### src/rtl/mem_bridge_3do.sv
// MADAM memory-port bridge: turns single-cycle rd/wr strobes into held req/ack
// external transactions, posting writes through a FIFO. Optional: MEM_BRIDGE_TIMEOUT_EN.
module mem_bridge_3do #(
  parameter int ADDR_W      = 22,
  parameter int FIFO_DEPTH  = 4,
  parameter int TIMEOUT_CYC = 255
) (
  input  logic              sys_clk,
  input  logic              reset,
  input  logic [31:0]       mem_addr,
  input  logic [31:0]       mem_dout,
  input  logic [3:0]        mem_be,
  input  logic              mem_rd,
  input  logic              mem_wr,
  output logic [31:0]       mem_din,
  output logic              mem_rvalid,
  output logic              mem_busy,
  output logic              proto_err,
  output logic              ext_req,
  output logic              ext_we,
  output logic [ADDR_W-1:0] ext_addr,
  output logic [31:0]       ext_wdata,
  output logic [3:0]        ext_be,
  input  logic              ext_ack,
  input  logic [31:0]       ext_rdata,
  output logic              timeout
);

  localparam int PW = $clog2(FIFO_DEPTH);
  localparam logic [PW:0] CNT_ONE  = (PW+1)'(1);
  localparam logic [PW:0] CNT_FULL = (PW+1)'(FIFO_DEPTH);

  localparam logic [1:0] ST_IDLE = 2'd0;
  localparam logic [1:0] ST_WR   = 2'd1;
  localparam logic [1:0] ST_RD   = 2'd2;
  localparam logic [1:0] ST_RESP = 2'd3;

  logic [ADDR_W-1:0] fifo_addr [FIFO_DEPTH];
  logic [31:0]       fifo_data [FIFO_DEPTH];
  logic [3:0]        fifo_be   [FIFO_DEPTH];
  logic [PW-1:0]     wr_ptr, rd_ptr;
  logic [PW:0]       count, count_nxt;

  logic [1:0]        state, state_nxt;
  logic              read_pending, rp_nxt;
  logic [ADDR_W-1:0] rd_addr, rd_addr_nxt;

  logic              req_nxt, we_nxt;
  logic [ADDR_W-1:0] addr_nxt;
  logic [31:0]       wdata_nxt, din_nxt;
  logic [3:0]        be_nxt;
  logic              rvalid_nxt, busy_nxt, proto_nxt;

  logic              push, pop, rd_acc, done, expire;
  logic              unused_addr;

  assign unused_addr = ^{mem_addr[1:0], mem_addr[31:ADDR_W+2]};

  // A simultaneous rd+wr keeps the write and drops the read.
  assign push      = mem_wr && !mem_busy;
  assign rd_acc    = mem_rd && !mem_wr && !mem_busy;
  assign proto_nxt = (mem_rd || mem_wr) && (mem_busy || (mem_rd && mem_wr));
  assign done      = ext_req && (ext_ack || expire);

`ifdef MEM_BRIDGE_TIMEOUT_EN
  localparam int TW = $clog2(TIMEOUT_CYC + 1);
  localparam logic [TW-1:0] TMO_LAST = TW'(TIMEOUT_CYC - 1);
  logic [TW-1:0] tmo_cnt;

  assign expire = ext_req && !ext_ack && (tmo_cnt == TMO_LAST);

  always_ff @(posedge sys_clk or posedge reset) begin
    if (reset) begin
      tmo_cnt <= '0;
      timeout <= 1'b0;
    end else begin
      timeout <= expire;
      if (ext_req && !ext_ack && !expire)
        tmo_cnt <= tmo_cnt + 1'b1;
      else
        tmo_cnt <= '0;
    end
  end
`else
  logic [31:0] unused_tmo;
  assign unused_tmo = TIMEOUT_CYC;
  assign expire  = 1'b0;
  assign timeout = 1'b0;
`endif

  always_ff @(posedge sys_clk) begin
    if (push) begin
      fifo_addr[wr_ptr] <= mem_addr[ADDR_W+1:2];
      fifo_data[wr_ptr] <= mem_dout;
      fifo_be[wr_ptr]   <= mem_be;
    end
  end

  always_comb begin
    state_nxt   = state;
    req_nxt     = ext_req;
    we_nxt      = ext_we;
    addr_nxt    = ext_addr;
    wdata_nxt   = ext_wdata;
    be_nxt      = ext_be;
    rp_nxt      = read_pending;
    rd_addr_nxt = rd_addr;
    rvalid_nxt  = 1'b0;
    din_nxt     = mem_din;
    pop         = 1'b0;

    if (rd_acc) begin
      rp_nxt      = 1'b1;
      rd_addr_nxt = mem_addr[ADDR_W+1:2];
    end

    case (state)
      ST_IDLE: begin
        if (count != '0) begin
          state_nxt = ST_WR;
        end else if (rd_acc || read_pending) begin
          // Empty FIFO: issue the read straight away for two-cycle latency.
          state_nxt = ST_RD;
          req_nxt   = 1'b1;
          we_nxt    = 1'b0;
          addr_nxt  = rd_acc ? mem_addr[ADDR_W+1:2] : rd_addr;
          wdata_nxt = '0;
          be_nxt    = 4'hF;
          rp_nxt    = 1'b0;
        end
      end
      ST_WR: begin
        if (!ext_req) begin
          req_nxt   = 1'b1;
          we_nxt    = 1'b1;
          addr_nxt  = fifo_addr[rd_ptr];
          wdata_nxt = fifo_data[rd_ptr];
          be_nxt    = fifo_be[rd_ptr];
        end else if (done) begin
          pop     = 1'b1;
          req_nxt = 1'b0;
          if (count > CNT_ONE || push)
            state_nxt = ST_WR;
          else if (rp_nxt)
            state_nxt = ST_RD;
          else
            state_nxt = ST_IDLE;
        end
      end
      ST_RD: begin
        if (!ext_req) begin
          req_nxt   = 1'b1;
          we_nxt    = 1'b0;
          addr_nxt  = rd_addr;
          wdata_nxt = '0;
          be_nxt    = 4'hF;
          rp_nxt    = 1'b0;
        end else if (done) begin
          req_nxt    = 1'b0;
          rvalid_nxt = 1'b1;
          din_nxt    = ext_ack ? ext_rdata : 32'hDEADBEEF;
          state_nxt  = ST_RESP;
        end
      end
      ST_RESP: state_nxt = ST_IDLE;
      default: state_nxt = ST_IDLE;
    endcase

    count_nxt = count + {{PW{1'b0}}, push} - {{PW{1'b0}}, pop};
    busy_nxt  = (count_nxt == CNT_FULL) || rp_nxt ||
                (state_nxt == ST_RD) || (state_nxt == ST_RESP);
  end

  // All handshake outputs are registered so they stay stable while ext_req is high.
  always_ff @(posedge sys_clk or posedge reset) begin
    if (reset) begin
      state        <= ST_IDLE;
      count        <= '0;
      wr_ptr       <= '0;
      rd_ptr       <= '0;
      read_pending <= 1'b0;
      rd_addr      <= '0;
      ext_req      <= 1'b0;
      ext_we       <= 1'b0;
      ext_addr     <= '0;
      ext_wdata    <= '0;
      ext_be       <= '0;
      mem_din      <= '0;
      mem_rvalid   <= 1'b0;
      mem_busy     <= 1'b0;
      proto_err    <= 1'b0;
    end else begin
      state        <= state_nxt;
      count        <= count_nxt;
      if (push) wr_ptr <= wr_ptr + 1'b1;
      if (pop)  rd_ptr <= rd_ptr + 1'b1;
      read_pending <= rp_nxt;
      rd_addr      <= rd_addr_nxt;
      ext_req      <= req_nxt;
      ext_we       <= we_nxt;
      ext_addr     <= addr_nxt;
      ext_wdata    <= wdata_nxt;
      ext_be       <= be_nxt;
      mem_din      <= din_nxt;
      mem_rvalid   <= rvalid_nxt;
      mem_busy     <= busy_nxt;
      proto_err    <= proto_nxt;
    end
  end

endmodule

### config.mk
export PLATFORM = sky130hd
export DESIGN_NAME = mem_bridge_3do
export DESIGN_NICKNAME = d
export VERILOG_FILES = /design/src/rtl/mem_bridge_3do.sv
export SDC_FILE = /design/constraint.sdc
export NUM_CORES = 1
export LEC_CHECK = 0
export BUFFER_PORTS_ARGS = -buffer_cell sky130_fd_sc_hd__buf_2
export CORE_MARGIN = 3
export CORE_UTILIZATION = 53
export DETAILED_ROUTE_END_ITERATION = 8
export GPL_ROUTABILITY_DRIVEN = 0
export PLACE_DENSITY = 0.75
export SLEW_MARGIN = 20
export SYNTH_ARGS = -nofsm -noshare
export SYNTH_HDL_FRONTEND = slang
export SYNTH_SLANG_ARGS = --single-unit
### constraint.sdc
create_clock -name sys_clk -period 8.33 [get_ports sys_clk]
set_clock_uncertainty 0.15 [all_clocks]
set_input_delay 0 -clock sys_clk [delete_from_list [all_inputs] [get_ports sys_clk]]
set_output_delay 0 -clock sys_clk [all_outputs]
set_load 0.05 [all_outputs]
==> impl_metrics.toml <==
[timing]
rsz0062_at_grt = "false"
timing.hold.ws_ns = 0.0202
slew_headroom_pct = 26.3
hold_viol = 0
setup_viol = 0
final.setup.tns_ns = 0
layout_min_cycle_time_ns = 3.37
worstMarginPinSlew_ns = 1.11
timing.fmax_mhz = 297
report.final.slew_viol_count = 0
fin_crit_sh_pct = 40.5

[die]
dieWidth_um = 169
core_area_um2 = 26100
initial_core_util_pct = 54.1
fp.dieH_um = 169
dieArea_um2 = 28700
ios = 201
num_rows = 59

[worst_setup_path]
start_kind = "register"
worst_ep_arrival_time_ns = 3.61
regToRegSetupSlack_ns = 4.96
r2r-end = "ext_be[3]"
endpoint_kind = "register"
rr_worst_depth = 8
critPathKind = "register to register"
required_ns = 8.57
crit_start = "state[1]"
critPathTopFamily = "buffers and inverters"
worst-path-stages = 8
worst_path_largest_cell_delay_ns = 0.77
cp_cell_sequence = "inv_1 -> ha_2 -> buf_4 -> nor3_1 -> nor2_1 -> and3_4 -> buf_4 -> mux2_1"
crit_slowest_cell = "buf_4"
critical_path.max_fanout = 49
cp_common_cell = "buf_4"
reg2reg_from = "state[1]"
timing.critical_path.buf_inv = 3

[clock_tree]
clk_pin_slew_worst_paths_ns = 0.06
cts_max_path_buffers = 3
htree_levels = 2
cts.repair.resized = 0
clock-sinks = 359
cts-root-buf = "clkbuf_16"
cts_tree = "done"
clk_latency_ns = 0.51
numCtsBuffers = 37

[yosys]
syn_nets = 965
synth_seq_area_share_pct = 71.8
avgSynthCellArea_um2 = 16.7
synth_top_area_share_pct = 49.3
synth_area_leaders = "edfxtp_1 (49%), dfrtp_1 (22%), mux2i_1 (7.0%)"
synth_area_um2 = 14100
syn-instance-count = 847
yosysWarnings = 0
yosysTopAreaCell = "edfxtp_1"
synth_seq_cells = 359
synth.distinct_cells = 39

[routing]
firstDrtPassIters = 4
drtIter0Drc = 533
routedWlPerCell_um = 19.7
dr_total_vias = 8040
drc = 0
ant_nets = 0
vias_per_cell = 5.36
drt-total-wl_um = 29600

[power]
powerDensity_nw_per_um2 = 394
swShare_pct = 38.3
p_switching_uw = 2640
power_frac_seq_pct = 37.8
p_comb_share_pct = 38.6
p_int_uw = 4260
peakVddDrop_v = 0.000278
clkPwrFrac_pct = 23.5
p_leak_uw = 0.00705

[global_route]
grt_max_degree = 70
grt_use_total_pct = 20.7
grt_pass1_wl_um = 46700
gr-total-overflow = 0
grt_pass1_vias = 8549
antenna_found_initial = 0

[final_layout]
n_antenna_cell = 0
area_growth_pct = 24.0
drive_above_1_share_pct = 30.4
final_nets = 1254
design_area_um2 = 17500

[worst_hold_path]
hold_class = "input pin to async pin"

[placed_design]
dpl.hpwl_um = 15500
portBuffers = 189
place_area_um2 = 15400

[run]
max_cap_viol_count = 0

[outcome]
status = "completed"
==> sequential cells by signal, indices dropped and copies added (netlist names), 2 cells and up <==
name	cells
state	2
wr_ptr	2
rd_ptr	2
rd_addr	22
count	3
fifo_data	128
fifo_be	16
ext_wdata	32
ext_be	4
fifo_addr	88
mem_din	32
ext_addr	22
==> worst register-to-register path, delay by kind of cell (launching register included) <==
family / cells / cell delay [ns]
multiplexers: 1 / 0.45
adder cells (fa/ha/maj): 1 / 0.17
buffers and inverters: 3 / 1.35
flip-flops: 1 / 0.41
AND/OR/NAND/NOR: 3 / 0.71
==> metal layers <==
layer  vias to the layer above  wire (um)  global-route usage, %
met3                        40       1610                   4.12
li1                       3702          -                      -
met4                         0        559                   5.80
met1                      4077      12700                   27.4
met5                         -          0                      0
met2                       221      14700                   35.4
==> how the worst max path moves through the flow <==
stage | to | slack, ns
floorplan | count[0] | 4.80
global placement | ext_we | 5.02
detailed placement | ext_we | 4.97
CTS | ext_be[3] | 4.93
global route | ext_be[3] | 4.81
finish | ext_be[3] | 4.96
==> layout make-up <==
cell class / count / area (um^2)
multi-input cells: 379 / 3550
repair buffers: 293 / 1960
clock inverters: 15 / 133
clock buffers: 52 / 1060
flip-flops and latches: 359 / 10100
inverters: 66 / 253
well taps: 335 / 419
fillers: 1775 / 8600
==> what timing repair did <==
action,in CTS,in global routing
buffers inserted,0,0
hold buffers,95,0
endpoints found under the hold margin,383,0
==> power by group through the flow <==
stage                     combinational [uW]  clock (uW)  sequential [uW]
after floorplan                         1410           0             3240
after CTS                               2690        1650             2610
after global placement                  2590           0             2620
after global routing                    2880        1730             2660
after detailed placement                2640           0             2640
final                                   2670        1630             2610
==> cell families after synthesis <==
| group | share of synthesized area [%] |
|---|---|
| other | 0.0265 |
| DFF | 71.8 |
| and+or+nand+nor | 3.21 |
| AOI/OAI and AO/OA | 2.73 |
| adders and majority gates | 1.27 |
| xor gates and xnor gates | 0.248 |
| buffers and inverters | 3.31 |
| muxes | 17.4 |
==> cell usage in the layout (no fill, tap or decap), types with 11 or more instances in the layout <==
cell,count
edfxtp_1,232
buf_2,189
dfrtp_1,125
mux2i_1,99
dlygate4sd3_1,95
nand2_1,82
inv_1,64
mux2_2,54
o22ai_1,44
clkbuf_16,39
mux4_2,36
ha_1,11
==> cell usage after synthesis <==
cell	n
nor3b_2	1
a21oi_1	2
nor3_1	1
o31ai_1	3
edfxtp_1	232
nor2b_1	1
mux4_2	36
conb_1	1
buf_1	6
nand2_1	82
and3_1	2
a221o_1	1
mux2i_1	99
o21ai_0	2
a41oi_1	1
maj3_1	1
and2_1	5
mux2_2	54
or3_4	1
buf_6	3
xor2_1	1
and2_0	1
xnor2_1	3
fa_1	1
dfrtp_1	127
a32oi_1	2
inv_2	1
o21a_1	2
o22ai_1	44
clkbuf_1	17
inv_1	65
buf_2	11
o311ai_0	1
ha_1	12
nand2b_1	5
buf_4	6
mux2_1	5
nor2_1	8
o31a_1	1
==> through the flow <==
stage	total power [uW]	instances	util, %	setup slack [ns]
final	6910	1499	67.1	4.96
after CTS	6950	1499	67.1	4.93
after detailed placement	5280	1337	58.9	4.97
after global placement	5210	1337	58.9	5.02
after global routing	7270	1499	67.1	4.81
after floorplan	4660	847	-	4.80
No activity file was read; power rests on OpenSTA's default activity.
